**src/rtl/fifo_pkg.sv**
```systemverilog
// fifo_pkg: shared constants and helpers for the FWFT output stage.
//   DW_DEF / DEPTH_DEF / RD_LAT_DEF : default data width, buffer depth and
//                                     RAM read latency.
//   cnt_width()                     : width of a counter that must hold
//                                     0..depth inclusive.
package fifo_pkg;

   localparam int DW_DEF     = 8;
   localparam int DEPTH_DEF  = 4;
   localparam int RD_LAT_DEF = 3;

   // A counter that reaches 'depth' itself (full) needs one bit beyond the
   // index width.
   function automatic int cnt_width(input int depth);
      return $clog2(depth) + 1;
   endfunction

endpackage

```
**src/rtl/fwft_buf.sv**
```systemverilog
// fwft_buf: small synchronous circular buffer with push/pop and occupancy.
//   clk, rst  : clock, asynchronous active-high reset (indices and level only)
//   push, din : write din at the write index (dropped when full and no pop)
//   pop       : advance the read index (ignored when empty)
//   dout      : head entry, valid while level != 0
//   level     : number of stored entries, 0..DEPTH
//   drop      : push rejected this cycle because the buffer was full
module fwft_buf
   import fifo_pkg::*;
#(
   parameter int DW    = DW_DEF,
   parameter int DEPTH = DEPTH_DEF
) (
   input  logic                         clk,
   input  logic                         rst,
   input  logic                         push,
   input  logic                         pop,
   input  logic [DW-1:0]                din,
   output logic [DW-1:0]                dout,
   output logic [cnt_width(DEPTH)-1:0]  level,
   output logic                         drop
);

   localparam int IW = $clog2(DEPTH);
   localparam int LW = cnt_width(DEPTH);
   localparam logic [LW-1:0] FULL_LVL = LW'(DEPTH);

   // Storage is deliberately not reset; only the bookkeeping is.
   logic [DW-1:0] mem [DEPTH];

   logic [IW-1:0] wr_idx_q, wr_idx_d;
   logic [IW-1:0] rd_idx_q, rd_idx_d;
   logic [LW-1:0] level_q, level_d;
   logic          accept;
   logic          pop_ok;

   // When full, a same-cycle pop frees the head slot, which is exactly the
   // slot the write index points at, so the push can still be taken.
   assign accept = push & ((level_q != FULL_LVL) | pop_ok);
   assign pop_ok = pop & (level_q != '0);
   assign drop   = push & ~accept;

   always_comb begin
      wr_idx_d = wr_idx_q;
      rd_idx_d = rd_idx_q;
      level_d  = level_q;
      // DEPTH is a power of two, so plain index increments wrap correctly.
      if (accept) wr_idx_d = wr_idx_q + 1'b1;
      if (pop_ok) rd_idx_d = rd_idx_q + 1'b1;
      if (accept && !pop_ok)      level_d = level_q + 1'b1;
      else if (!accept && pop_ok) level_d = level_q - 1'b1;
   end

   always_ff @(posedge clk or posedge rst) begin
      if (rst) begin
         wr_idx_q <= '0;
         rd_idx_q <= '0;
         level_q  <= '0;
      end else begin
         wr_idx_q <= wr_idx_d;
         rd_idx_q <= rd_idx_d;
         level_q  <= level_d;
      end
   end

   always_ff @(posedge clk) begin
      if (accept) mem[wr_idx_q] <= din;
   end

   // Head must be visible in the same cycle it becomes valid, so the read
   // is asynchronous from the small distributed array.
   assign dout  = mem[rd_idx_q];
   assign level = level_q;

endmodule

```
**src/rtl/fifo_fwft_out.sv**
```systemverilog
// fifo_fwft_out: first-word-fall-through output stage for a FIFO whose RAM
// has RD_LAT cycles of read latency. Issues reads only when the output
// buffer is guaranteed to have room for every word already requested.
//   rclk, rrst          : clock, asynchronous active-high reset
//   rempty              : registered empty flag from the read-pointer stage
//   ren                 : read request to the read-pointer stage
//   mem_dout/dout_valid : RAM read data and its single-cycle strobe
//   m_valid/m_ready/m_data : FWFT consumer handshake
//   level               : words held in the output buffer
//   ovf_err             : sticky, a word arrived while the buffer was full
module fifo_fwft_out
   import fifo_pkg::*;
#(
   parameter int DW     = DW_DEF,
   parameter int DEPTH  = DEPTH_DEF,
   parameter int RD_LAT = RD_LAT_DEF
) (
   input  logic                         rclk,
   input  logic                         rrst,
   input  logic                         rempty,
   output logic                         ren,
   input  logic [DW-1:0]                mem_dout,
   input  logic                         dout_valid,
   output logic                         m_valid,
   input  logic                         m_ready,
   output logic [DW-1:0]                m_data,
   output logic [cnt_width(DEPTH)-1:0]  level,
   output logic                         ovf_err
);

   localparam int CW = cnt_width(DEPTH);
   localparam logic [CW:0] DEPTH_C = (CW+1)'(DEPTH);

   logic [CW-1:0] inflight_q, inflight_d;
   logic          ovf_q, ovf_d;
   logic          fire;
   logic          pop;
   logic          drop;
   logic [CW:0]   credit_sum;

   assign pop  = m_valid & m_ready;
   assign fire = ren & ~rempty;

   // Words already buffered plus words still in the RAM pipeline, minus the
   // one leaving this cycle, must stay below DEPTH for a new read to be safe.
   // One extra bit keeps the sum from wrapping.
   assign credit_sum = {1'b0, level} + {1'b0, inflight_q} - {{CW{1'b0}}, pop};
   // Gated by rrst so the request drops the instant reset is asserted.
   assign ren = ~rrst & ~rempty & (credit_sum < DEPTH_C);

   always_comb begin
      inflight_d = inflight_q;
      if (fire && !dout_valid) begin
         inflight_d = inflight_q + 1'b1;
      end else if (!fire && dout_valid && (inflight_q != '0)) begin
         // Stray strobes after a reset must not underflow the counter.
         inflight_d = inflight_q - 1'b1;
      end
   end

   assign ovf_d = ovf_q | drop;

   always_ff @(posedge rclk or posedge rrst) begin
      if (rrst) begin
         inflight_q <= '0;
         ovf_q      <= 1'b0;
      end else begin
         inflight_q <= inflight_d;
         ovf_q      <= ovf_d;
      end
   end

   fwft_buf #(
      .DW    (DW),
      .DEPTH (DEPTH)
   ) u_buf (
      .clk   (rclk),
      .rst   (rrst),
      .push  (dout_valid),
      .pop   (pop),
      .din   (mem_dout),
      .dout  (m_data),
      .level (level),
      .drop  (drop)
   );

   assign m_valid = (level != '0);
   assign ovf_err = ovf_q;

endmodule

```
**config.mk**
```make
export PLATFORM = sky130hd
export DESIGN_NAME = fifo_fwft_out
export DESIGN_NICKNAME = d
export VERILOG_FILES = /design/src/rtl/fifo_pkg.sv /design/src/rtl/fwft_buf.sv /design/src/rtl/fifo_fwft_out.sv
export SDC_FILE = /design/constraint.sdc
export NUM_CORES = 1
export LEC_CHECK = 0
export ABC_AREA = 1
export CORE_ASPECT_RATIO = 1.1
export CORE_UTILIZATION = 58
export DETAILED_ROUTE_END_ITERATION = 10
export PLACE_DENSITY_LB_ADDON = 0.05
export SLEW_MARGIN = 0
export SYNTH_ARGS = -nofsm -noshare
export SYNTH_HDL_FRONTEND = slang
export SYNTH_SLANG_ARGS = --single-unit
```
**constraint.sdc**
```tcl
create_clock -name rclk -period 7.6 [get_ports rclk]
set_input_delay 1.52 -clock rclk [delete_from_list [all_inputs] [get_ports rclk]]
set_output_delay 1.52 -clock rclk [all_outputs]
set_load 0.02 [all_outputs]
```
# Word-level counts from Yosys, hierarchy flattened
# Memories as Yosys holds them, arrays and structs flattened.
# Cells that the tools add are included.
# op_classes
n_eq_ne	1
bitwise	12
n_addsub	8
n_lt_le_gt_ge	1
reduce_logical	13
n_mux	6
# op_table
cell	n
$mux W3	4
$and A1 B1 Y1	7
$add A3 B1 Y3 const B	2
$reduce_bool A3 Y1	2
$sub A3 B1 Y3 const B	2
$logic_and A1 B1 Y1	5
$add A2 B1 Y2 const B	2
$add A3 B3 Y4	1
$logic_not A1 Y1	4
$lt A4 B3 Y1 const B	1
$reduce_bool A2 Y1	2
$sub A4 B1 Y4	1
$ne A3 B3 Y1 const B	1
$not A1 Y1	3
$mux W1	2
$or A1 B1 Y1	2
# totals
elab_cells	47
ramBits	32
n_memories	1
ff_bits	11
# mem_list
name	depth	word_bits	rd	rd_clocked_by_memory_dff	write_ports	line_no	text
u_buf.mem	4	8	1	0	1	fwft_buf.sv:29	logic [DW-1:0] mem [DEPTH];

# Depth between registers and ports, before layout
# Gate-level depths: netlist of run 1.
# depth
word_depth	11
depth_mapped	22
mapped_depth_nobuf	22

# By module
# A second synthesis of run 1 with hierarchy kept.
# hier_totals
cells_unflattened	219
hier_area_um2	2197.1
# modules_own_cells
module	cells_per_inst	area_each_um2	seq_area_each_um2	instances
fwft_buf	157	1747.9	1136.1	1
fifo_fwft_out	62	449.2	100.1	1

# Worst setup path after synthesis of run 1
# No wires, ideal clock.
# synth_timing
path_type	input to output
from	input m_ready
to	output ren
arrival_ns	2.734
path_stages	12
setup_slack_ns	3.346
required_time_ns	6.080
cell_sequence	nand2_1 > inv_1 > ha_1 > inv_1 > ha_1 > nand2_1 > inv_1 > nand2_1 > a21oi_1 > nor2_2 > nand2_1 > inv_1
# synth_via
elab_chain_cells	4
# synth_lines
item	line_no	text
start, declared	fifo_fwft_out.sv:25	input logic m_ready,
$and A1 B1 Y1	fifo_fwft_out.sv:41	assign pop = m_valid & m_ready;
$sub A4 B1 Y4	fifo_fwft_out.sv:47	assign credit_sum = {1'b0, level} + {1'b0, inflight_q} - {{CW{1'b0}}, pop};
$lt A4 B3 Y1	fifo_fwft_out.sv:49	assign ren = ~rrst & ~rempty & (credit_sum < DEPTH_C);
$and A1 B1 Y1	fifo_fwft_out.sv:49	
end, declared	fifo_fwft_out.sv:21	output logic ren,
# No other way between the ends.

# Worst setup path after layout of run 1
# Same ends and word-level chain as after synthesis.

==> results of run 1 <==
-- power groups by stage --
stage	clock network, mW	logic (mW)	registers [mW]
floorplan	0	0.336	0.364
global placement	0	0.473	0.376
detailed placement	0	0.494	0.379
CTS	0.145	0.499	0.374
global route	0.157	0.548	0.382
finish	0.144	0.497	0.374
-- state kept, by name, indices dropped and copies added, names as in the netlist --
name,count
ovf_err,1
inflight_q,3
u_buf.rd_idx_q,2
u_buf.mem,32
u_buf.level,3
u_buf.wr_idx_q,2
-- area by class of cell --
class / count / area share, %
Sequential cell: 43 / 52.4
Multi-Input combinational cell: 104 / 26.7
Tap cell: 34 / 1.80
Clock buffer: 5 / 1.59
Clock inverter: 3 / 1.86
Inverter: 29 / 4.62
Timing Repair Buffer: 26 / 11.0
-- cells by family (layout without fill, tap and decap cells) --
group                    after synthesis  count (layout)
adder cells (fa/ha/maj)               12              12
XOR/XNOR                               5               5
AND/OR/NAND/NOR                       54              54
buffers and inverters                 33              63
flip-flops                            43              43
AO/OA/AOI/OAI                         33              33
-- layout by cell type (no fill, tap or decap) --
cell and instances:
inv_1 27, a31oi_1 1, nand3_2 2, o22ai_1 8, nor2_4 1, clkdlybuf4s50_1 26, nand3b_1 1, nor2_2 2
edfxtp_1 32, nand3_1 4, o21ai_1 4, nor2_1 25, xnor2_1 1, clkinv_2 1, xor2_1 4, clkbuf_4 5
a21oi_1 4, o21bai_1 1, dfrtp_1 11, o21ai_0 15, nand2_1 17, fa_1 2, ha_1 10, inv_2 2
bufinv_16 1, clkinv_4 1, nand2_2 2
-- routing by layer --
metal,global-route usage [%],wire [um],vias up
met3,4.52,137,5
met1,22.9,1490,621
met5,0,0,-
met4,9.52,51,0
met2,38.1,1880,32
li1,-,-,660
-- metrics by stage --
step	power, mW	instance area (sq um)	hold slack [ps]	utilization (%)	setup slack [ps]
finish	1.01	2360	491	74.8	2230
global route	1.09	2360	540	74.8	2080
CTS	1.02	2360	497	74.8	2250
detailed placement	0.874	2280	465	72.2	2260
global placement	0.849	2280	467	72.2	2340
floorplan	0.700	1990	512	-	3350
-- worst reg2reg max path, delay by kind of cell (launching register included) --
| kind | cells | cell delay, ps |
|---|---|---|
| AO/OA/AOI/OAI | 1 | 80 |
| adder cells (fa/ha/maj) | 3 | 770 |
| buffers and inverters | 5 | 280 |
| flip-flops | 1 | 480 |
| AND/OR/NAND/NOR | 11 | 1100 |
-- worst min path at each step --
stage                             start       endpoint  slack, ps  cells past startpoint
after detailed placement        ovf_err        ovf_err        470                      1
after global routing            ovf_err        ovf_err        540                      1
after CTS                       ovf_err        ovf_err        500                      1
after floorplan           inflight_q[2]  inflight_q[2]        510                      3
final                           ovf_err        ovf_err        490                      1
after global placement          ovf_err        ovf_err        470                      1
==> results.cfg, run 1 <==
[run_status]
status = finished, violations left
violations = DRC

[yosys]
ys_ff_latch = 43
synthMuxAreaShare_pct = 0
synth-simple-area-share_pct = 12.1
ys.warnings.count = 0
synth_top_area_share_pct = 48.2
synth_area_sq_um = 1990
synth_edf_count = 32
ys_async_sr_fraction_pct = 25.6
synth_top_family_by_area = simple AND/OR/NAND/NOR gates
synth_fp_nets = 205
synth.largest_area_cell = edfxtp_1
synth_commonest_cells = edfxtp_1 (32), inv_1 (27), nor2_1 (25)
yosys.area_share.xor_xnor_pct = 2.20
synth_compound_area_share_pct = 8.98
synth_flop_cell = edfxtp_1
syn_inst = 180
synth-seq-area-share_pct = 62.1
synth_area_leaders = edfxtp_1 (48%), dfrtp_1 (14%), ha_1 (6.3%)
synth.most_common_cell = edfxtp_1
synth_cell_types = 24
synthAdderAreaFrac_pct = 8.29
syn_area_per_cell_sq_um = 11.1

[cells_and_area]
fin_cells = 244
area_growth_pct = 18.4
fin_nets = 234
seq_area_sq_um = 1240
antennaDiodeCount = 0
multi_input_area_sq_um = 629
drive_gt1_share_pct = 8.10
nFillCells = 222

[global_routing]
grt_use_total_pct = 21.0
gr-total-overflow = 0
grt_max_degree = 19
antenna_found_initial = 0
grt_pass1_wl_mm = 5.59
grt_pass1_vias = 1293

[worst_setup_path]
r2r_end = inflight_q[2]
endpoint_kind = output port
critPathSlowestCell = clkdlybuf4s50_1
timing.critical_path.max_delay_family = buffers and inverters
r2r_start = u_buf.level[0]
r2r_setup_slack_ps = 4790
max_stage_delay_ps = 590
r2r.worst_path.cells = 20
critical_path.startpoint = m_ready
cp.depth = 14
critical_path_buf_inv_count = 6
criticalPathCategory = in2out
critPathMaxFanout = 4
worst_ep_arrival_time_ps = 3850
path_cells = clkdlybuf4s50_1 > nand2_1 > inv_1 > ha_1 > inv_1 > ha_1 > nand2_1 > inv_1 > nand2_1 > a21oi_1 > nor2_2 > nand2_1 > inv_1 > clkdlybuf4s50_1
endpoint = ren
crit_path_start_kind = input port
crit_required_ps = 6080

[clock_network]
cts_tree = yes
clkLatencyLatePin_ps = 350
numClockSinks = 43
path_clk_slew_ps = 110
cts_made_buffers = 5
post_cts_buffers = 0
root_buffer = clkbuf_4
cts_htree_levels = 2
cts_buffer_depth = 2
post_cts_resized = 0
hold_buffers = 0

[pwr]
p_leak_nw = 0.973
vdd.ir_drop.worst_uv = 223
p_per_area_nw_per_um2 = 430
intPower_uw = 594
switching_share_pct = 41.5
clockPowerShare_pct = 14.2
switchingPower_uw = 421
seq_power_share_pct = 36.9
comb_power_share_pct = 49.0

[timing]
hold_violations = 0
timing.fmax_ghz = 0.186
period_share_pct = 70.6
finalCriticalPeriod_ps = 5370
fin_tns_setup_ps = 0
skew_ps = 16.5
rsz0062_at_grt = false
setup_viol = 0
max-slew-margin-rel_pct = 48.4
slew_viol_final = 0
tightestPinTransition_ps = 771

[floorplan]
start_util_pct = 63.2
dieWidth_um = 57.9
die_h_um = 63.5
design.die.area_sq_um = 3670
coreArea_sq_um = 3150
ios = 27
row_count = 21

[drt]
wl_mm = 3.56
drt_pass1_iterations = 7
post_drt_wl_per_cell_um = 14.6
drt_iter0_drc = 46
ant_nets = 0
vias_per_cell = 5.40
num_vias = 1318
drc = 2

[hold_path]
hold_path.class = reg2reg

[place]
place_congestion = 0.758
hpwl_mm = 2.48
placed_cells = 236
io_buffers = 26

[job]
drv_cap = 0
No activity file was read; power rests on OpenSTA's default activity.
==> run 2: changes to the inputs <==
--- a/config.mk
+++ b/config.mk
@@ -7,7 +7,7 @@
 export LEC_CHECK = 0
 export ABC_AREA = 1
 export CORE_ASPECT_RATIO = 1.1
-export CORE_UTILIZATION = 58
+export CORE_UTILIZATION = 49
 export DETAILED_ROUTE_END_ITERATION = 10
 export PLACE_DENSITY_LB_ADDON = 0.05
 export SLEW_MARGIN = 0
==> constraint.sdc (replaced) <==
create_clock -name rclk -period 4.7 [get_ports rclk]
set_input_delay 0.94 -clock rclk [delete_from_list [all_inputs] [get_ports rclk]]
set_output_delay 0.94 -clock rclk [all_outputs]
set_load 0.02 [all_outputs]
==> run 2 against run 1 <==
Compared with the run above:
- register-to-register slack worse by 2900 ps
- utilization is 12 points lower
- routed wire length is 1.7% lower
- sequential cell count stayed put
- the flow now finishes without violations
- design area is 1.0% higher
- sequential share of layout area is 0.52 points lower
- sequential power is 62% higher
- hold slack worse by 8.0 ps
- largest cell class unchanged
==> results.cfg, run 2 (synthesized netlist as in run 1, its figures left out) <==
[run_status]
status = complete, no violations

[timing]
fin_hold_ws_ps = 483
slew_viol_final = 0
max-slew-margin-rel_pct = 46.7
rsz0062_at_grt = false
tightestPinTransition_ps = 797
period_share_pct = 89.1
hold_violations = 0
fin_tns_setup_ps = 0
timing.fmax_ghz = 0.239
layout_setup_ws_ps = 510
setup_viol = 0
finalCriticalPeriod_ps = 4190
skew_ps = 3.27

[cells_and_area]
nFillCells = 320
regMostFlops = u_buf.mem
multi_input_area_sq_um = 629
mostFrequentLayoutCell = edfxtp_1
fin_nets = 234
design_area_sq_um = 2380
final_cell_mix = edfxtp_1 (32), inv_1 (27), clkdlybuf4s50_1 (26)
area_growth_pct = 19.6
antennaDiodeCount = 0
largest_reg_flops = 32
utilization_pct = 63.2
seq_area_sq_um = 1240
drive_gt1_share_pct = 7.62

[worst_setup_path]
r2r_start = u_buf.level[0]
critPathMaxFanout = 4
crit_path_start_kind = input port
critical_path_buf_inv_count = 6
critPathSlowestCell = clkdlybuf4s50_1
worst_ep_arrival_time_ps = 3250
timing.critical_path.max_delay_family = buffers and inverters
crit_required_ps = 3760
critical_path.startpoint = m_ready
criticalPathCategory = in2out
path_cells = clkdlybuf4s50_1 > nand2_1 > inv_1 > ha_1 > inv_1 > ha_1 > nand2_1 > inv_1 > nand2_1 > a21oi_1 > nor2_2 > nand2_1 > inv_1 > clkdlybuf4s50_1
max_stage_delay_ps = 590
endpoint_kind = output port

[global_routing]
grt_use_total_pct = 18.4
grt_pass1_vias = 1305
antenna_found_initial = 0
grt_max_degree = 19
gr-total-overflow = 0
grt_pass1_wl_mm = 5.79

[clock_network]
clkLatencyLatePin_ps = 280
root_buffer = clkbuf_8
cts_made_buffers = 5
hold_buffers = 0
post_cts_resized = 0
cts_tree = yes
path_clk_slew_ps = 70
post_cts_buffers = 0
cts_htree_levels = 2
numClockSinks = 43
cts_buffer_depth = 2

[place]
dpl_cell_area_sq_um = 2300
hpwl_mm = 2.48
place_congestion = 0.778
io_buffers = 26
preCtsSetupSlack_ps = 510

[floorplan]
start_util_pct = 52.8
design.die.area_sq_um = 4320
row_count = 23
ios = 27
dieWidth_um = 62.8
coreArea_sq_um = 3770
die_h_um = 68.9

[drt]
drt_pass1_iterations = 4
ant_nets = 0
drc = 0
num_vias = 1325
post_drt_wl_per_cell_um = 13.4
wl_mm = 3.49
vias_per_cell = 5.10
drt_iter0_drc = 57

[pwr]
vdd.ir_drop.worst_uv = 317
p_per_area_nw_per_um2 = 682
p_leak_nw = 0.969

[hold_path]
min_from = ovf_err
hold_path.class = reg2reg

[job]
drv_cap = 0
-- run 2: cell count changes in the layout (fill, tap and decap cells not counted), sizes merged --
| cell | before | now |
|---|---|---|
| clkbuf | 5 | 6 |
| clkinv | 2 | 1 |
| clkinvlp | 0 | 1 |
| bufinv | 1 | 0 |
-- run 2: final cells by class --
class / instances / area share (%)
Timing Repair Buffer: 26 / 10.9
Tap cell: 50 / 2.63
Clock buffer: 6 / 3.05
Multi-Input combinational cell: 104 / 26.4
Sequential cell: 43 / 51.9
Clock inverter: 2 / 0.525
Inverter: 29 / 4.57
-- run 2: per-stage QoR --
stage               power (mW)  std cells
global route              1.77        260
detailed placement        1.41        252
global placement          1.38        252
floorplan                 1.13        180
finish                    1.62        260
CTS                       1.64        260
-- run 2: worst paths after layout --
check / to / slack (ps) / depth (start not counted)
min reg2reg: ovf_err / 480 / 1
max in group asynchronous: inflight_q[0] / 3360 / 2
min in group asynchronous: u_buf.level[2] / 1040 / 2
min: ovf_err / 480 / 1
max: ren / 510 / 14
max reg2reg: inflight_q[2] / 1890 / 20
-- run 2: power by group --
group | internal (mW) | total (mW) | switching [mW]
sequential | 0.519 | 0.606 | 0.0871
combinational | 0.329 | 0.797 | 0.468
clock | 0.104 | 0.222 | 0.118
total | 0.951 | 1.62 | 0.673
-- run 2: worst register-to-register path: stages (launching register included) --
cell     delay (ps)
dfrtp_1         460
nor2_1          160
nand2_1          90
nand2_1         150
inv_1            80
ha_1            170
inv_1            50
ha_1            230
nand2_1          70
inv_1            40
nand2_1          80
a21oi_1          80
nor2_2          160
nand3_2         120
fa_1            370
inv_1            80
nand3_1         100
nand2_1          80
nand2_1          40
nand2_1          50
inv_1            30
-- run 2: per-layer routing --
| metal | wire length, um | part of all wire [%] | global-route usage (%) |
|---|---|---|---|
| met3 | 123 | 3.5 | 4.93 |
| met4 | 18 | 0.52 | 6.98 |
| met1 | 1410 | 40 | 19.2 |
| met2 | 1940 | 56 | 35.7 |
| met5 | 0 | 0 | 0 |
==> run 3: changes to the inputs <==
--- a/config.mk
+++ b/config.mk
@@ -7,10 +7,11 @@
 export LEC_CHECK = 0
 export ABC_AREA = 1
 export CORE_ASPECT_RATIO = 1.1
-export CORE_UTILIZATION = 49
+export CORE_UTILIZATION = 54
 export DETAILED_ROUTE_END_ITERATION = 10
 export PLACE_DENSITY_LB_ADDON = 0.05
 export SLEW_MARGIN = 0
 export SYNTH_ARGS = -nofsm -noshare
 export SYNTH_HDL_FRONTEND = slang
 export SYNTH_SLANG_ARGS = --single-unit
+export TNS_END_PERCENT = 30
==> constraint.sdc (replaced) <==
create_clock -name rclk -period 4.6 [get_ports rclk]
set_input_delay 0.46 -clock rclk [delete_from_list [all_inputs] [get_ports rclk]]
set_output_delay 0.46 -clock rclk [all_outputs]
set_load 0.02 [all_outputs]
==> run 3 against run 2 <==
Compared with the run above:
- sequential cell count stayed put
- sequential share of layout area is 0.30 points lower
- non-clock buffer count stayed put
- worst setup slack better by 750 ps
- via count is 1.7% lower
- die area is 9.0% lower
- utilization is 6.4 points higher
- combinational power is 1% higher
- power is 5.4% higher
- first-iteration DRC count is 19% lower
- critical path depth is 1 higher
- global-route usage is 1.6 points higher
==> results.cfg, run 3 (synthesized netlist as in run 1, its figures left out) <==
[place]
placed_cells = 250
hpwl_mm = 2.36
preCtsSetupSlack_ps = 1420
io_buffers = 26
place_congestion = 0.761

[timing]
fin_tns_setup_ps = 0
finalCriticalPeriod_ps = 3340
rsz0062_at_grt = false
layout_setup_ws_ps = 1260
fin_hold_ws_ps = 487
max-slew-margin-rel_pct = 46.3
tightestPinTransition_ps = 802
hold_violations = 0
slew_viol_final = 0
timing.fmax_ghz = 0.300
skew_ps = 4.61
setup_viol = 0
period_share_pct = 72.5

[drt]
drc = 0
drt_pass1_iterations = 4
vias_per_cell = 5.05
ant_nets = 0
drt_iter0_drc = 46
post_drt_wl_per_cell_um = 13.1
num_vias = 1302
wl_mm = 3.37

[global_routing]
grt_use_total_pct = 20.0
grt_max_degree = 19
gr-total-overflow = 0
grt_pass1_wl_mm = 5.47
grt_pass1_vias = 1284
antenna_found_initial = 0

[worst_setup_path]
critPathMaxFanout = 5
crit_path_start_kind = register
r2r.worst_path.cells = 20
crit_required_ps = 4140
worst_ep_arrival_time_ps = 2880
r2r_start = u_buf.level[0]
critical_path.startpoint = u_buf.level[0]
criticalPathCategory = reg2out
endpoint_kind = output port

[run_status]
status = complete, no violations

[clock_network]
path_clk_slew_ps = 120
clkLatencyLatePin_ps = 350
cts_htree_levels = 2
cts_buffer_depth = 2
post_cts_resized = 0
numClockSinks = 43
root_buffer = clkbuf_4
cts_tree = yes
cts_made_buffers = 5
post_cts_buffers = 0
hold_buffers = 0

[cells_and_area]
fin_nets = 234
regMostFlops = u_buf.mem
antennaDiodeCount = 0
largest_reg_flops = 32
final_cell_mix = edfxtp_1 (32), inv_1 (27), clkdlybuf4s50_1 (26)
fin_cells = 258
mostFrequentLayoutCell = edfxtp_1
nFillCells = 264
multi_input_area_sq_um = 629
area_growth_pct = 20.3
seq_area_sq_um = 1240
drive_gt1_share_pct = 7.62

[floorplan]
start_util_pct = 57.9
dieWidth_um = 59.9
design.die.area_sq_um = 3940
die_h_um = 65.7
ios = 27
row_count = 22
coreArea_sq_um = 3440

[pwr]
p_leak_nw = 0.980
p_per_area_nw_per_um2 = 715
vdd.ir_drop.worst_uv = 358
finalPower_mw = 1.71

[job]
drv_cap = 0

[hold_path]
hold_path.class = in2async
-- run 3: cell count changes in the layout (fill, tap and decap cells not counted), sizes merged --
cell	previous run	this run
clkinvlp	1	0
clkinv	1	0
bufinv	0	2
-- run 3: layer usage --
layer	GRT usage, %	vias to the layer above	part of all wire (%)
met1	20.7	601	40
met3	5.12	5	4.1
met2	37.6	34	54
li1	-	662	-
met4	6.98	0	1.7
met5	0	-	0
-- run 3: path summary, 6_finish.rpt --
check                                 end  slack [ps]
max                                   ren        1260
min                        u_buf.level[2]         490
max reg2reg                 inflight_q[2]        1830
min reg2reg                       ovf_err         490
max in group asynchronous   inflight_q[0]        3810
min in group rclk                 ovf_err         490
-- run 3: metrics by stage --
stage	util [%]	instance area, sq um
5_1_grt	69.6	2400
3_3_place_gp	66.7	2290
2_1_floorplan	-	1990
6_report	69.6	2400
4_1_cts	69.6	2400
3_5_place_dp	66.7	2290
-- run 3: final cells by class --
cell class | count | area share, %
clock buffers | 6 | 1.72
clock inverters | 2 | 2.51
inverters | 29 | 4.54
multi-input cells | 104 | 26.3
flip-flops and latches | 43 | 51.6
well taps | 48 | 2.51
repair buffers | 26 | 10.9
-- run 3: critical path, cell delays in order, from the launching register on --
cell and delay, ps:
dfrtp_1 470, nor2_1 150, nand2_1 80, nand2_1 130, inv_1 70, ha_1 170
inv_1 50, ha_1 230, nand2_1 70, inv_1 40, nand2_1 90, a21oi_1 80
nor2_2 170, nand2_1 80, inv_1 60, clkdlybuf4s50_1 590
-- run 3: report_power, final --
group	internal, mW	switching (mW)
registers	0.529	0.0877
clock network	0.170	0.117
logic	0.337	0.471
total	1.04	0.677
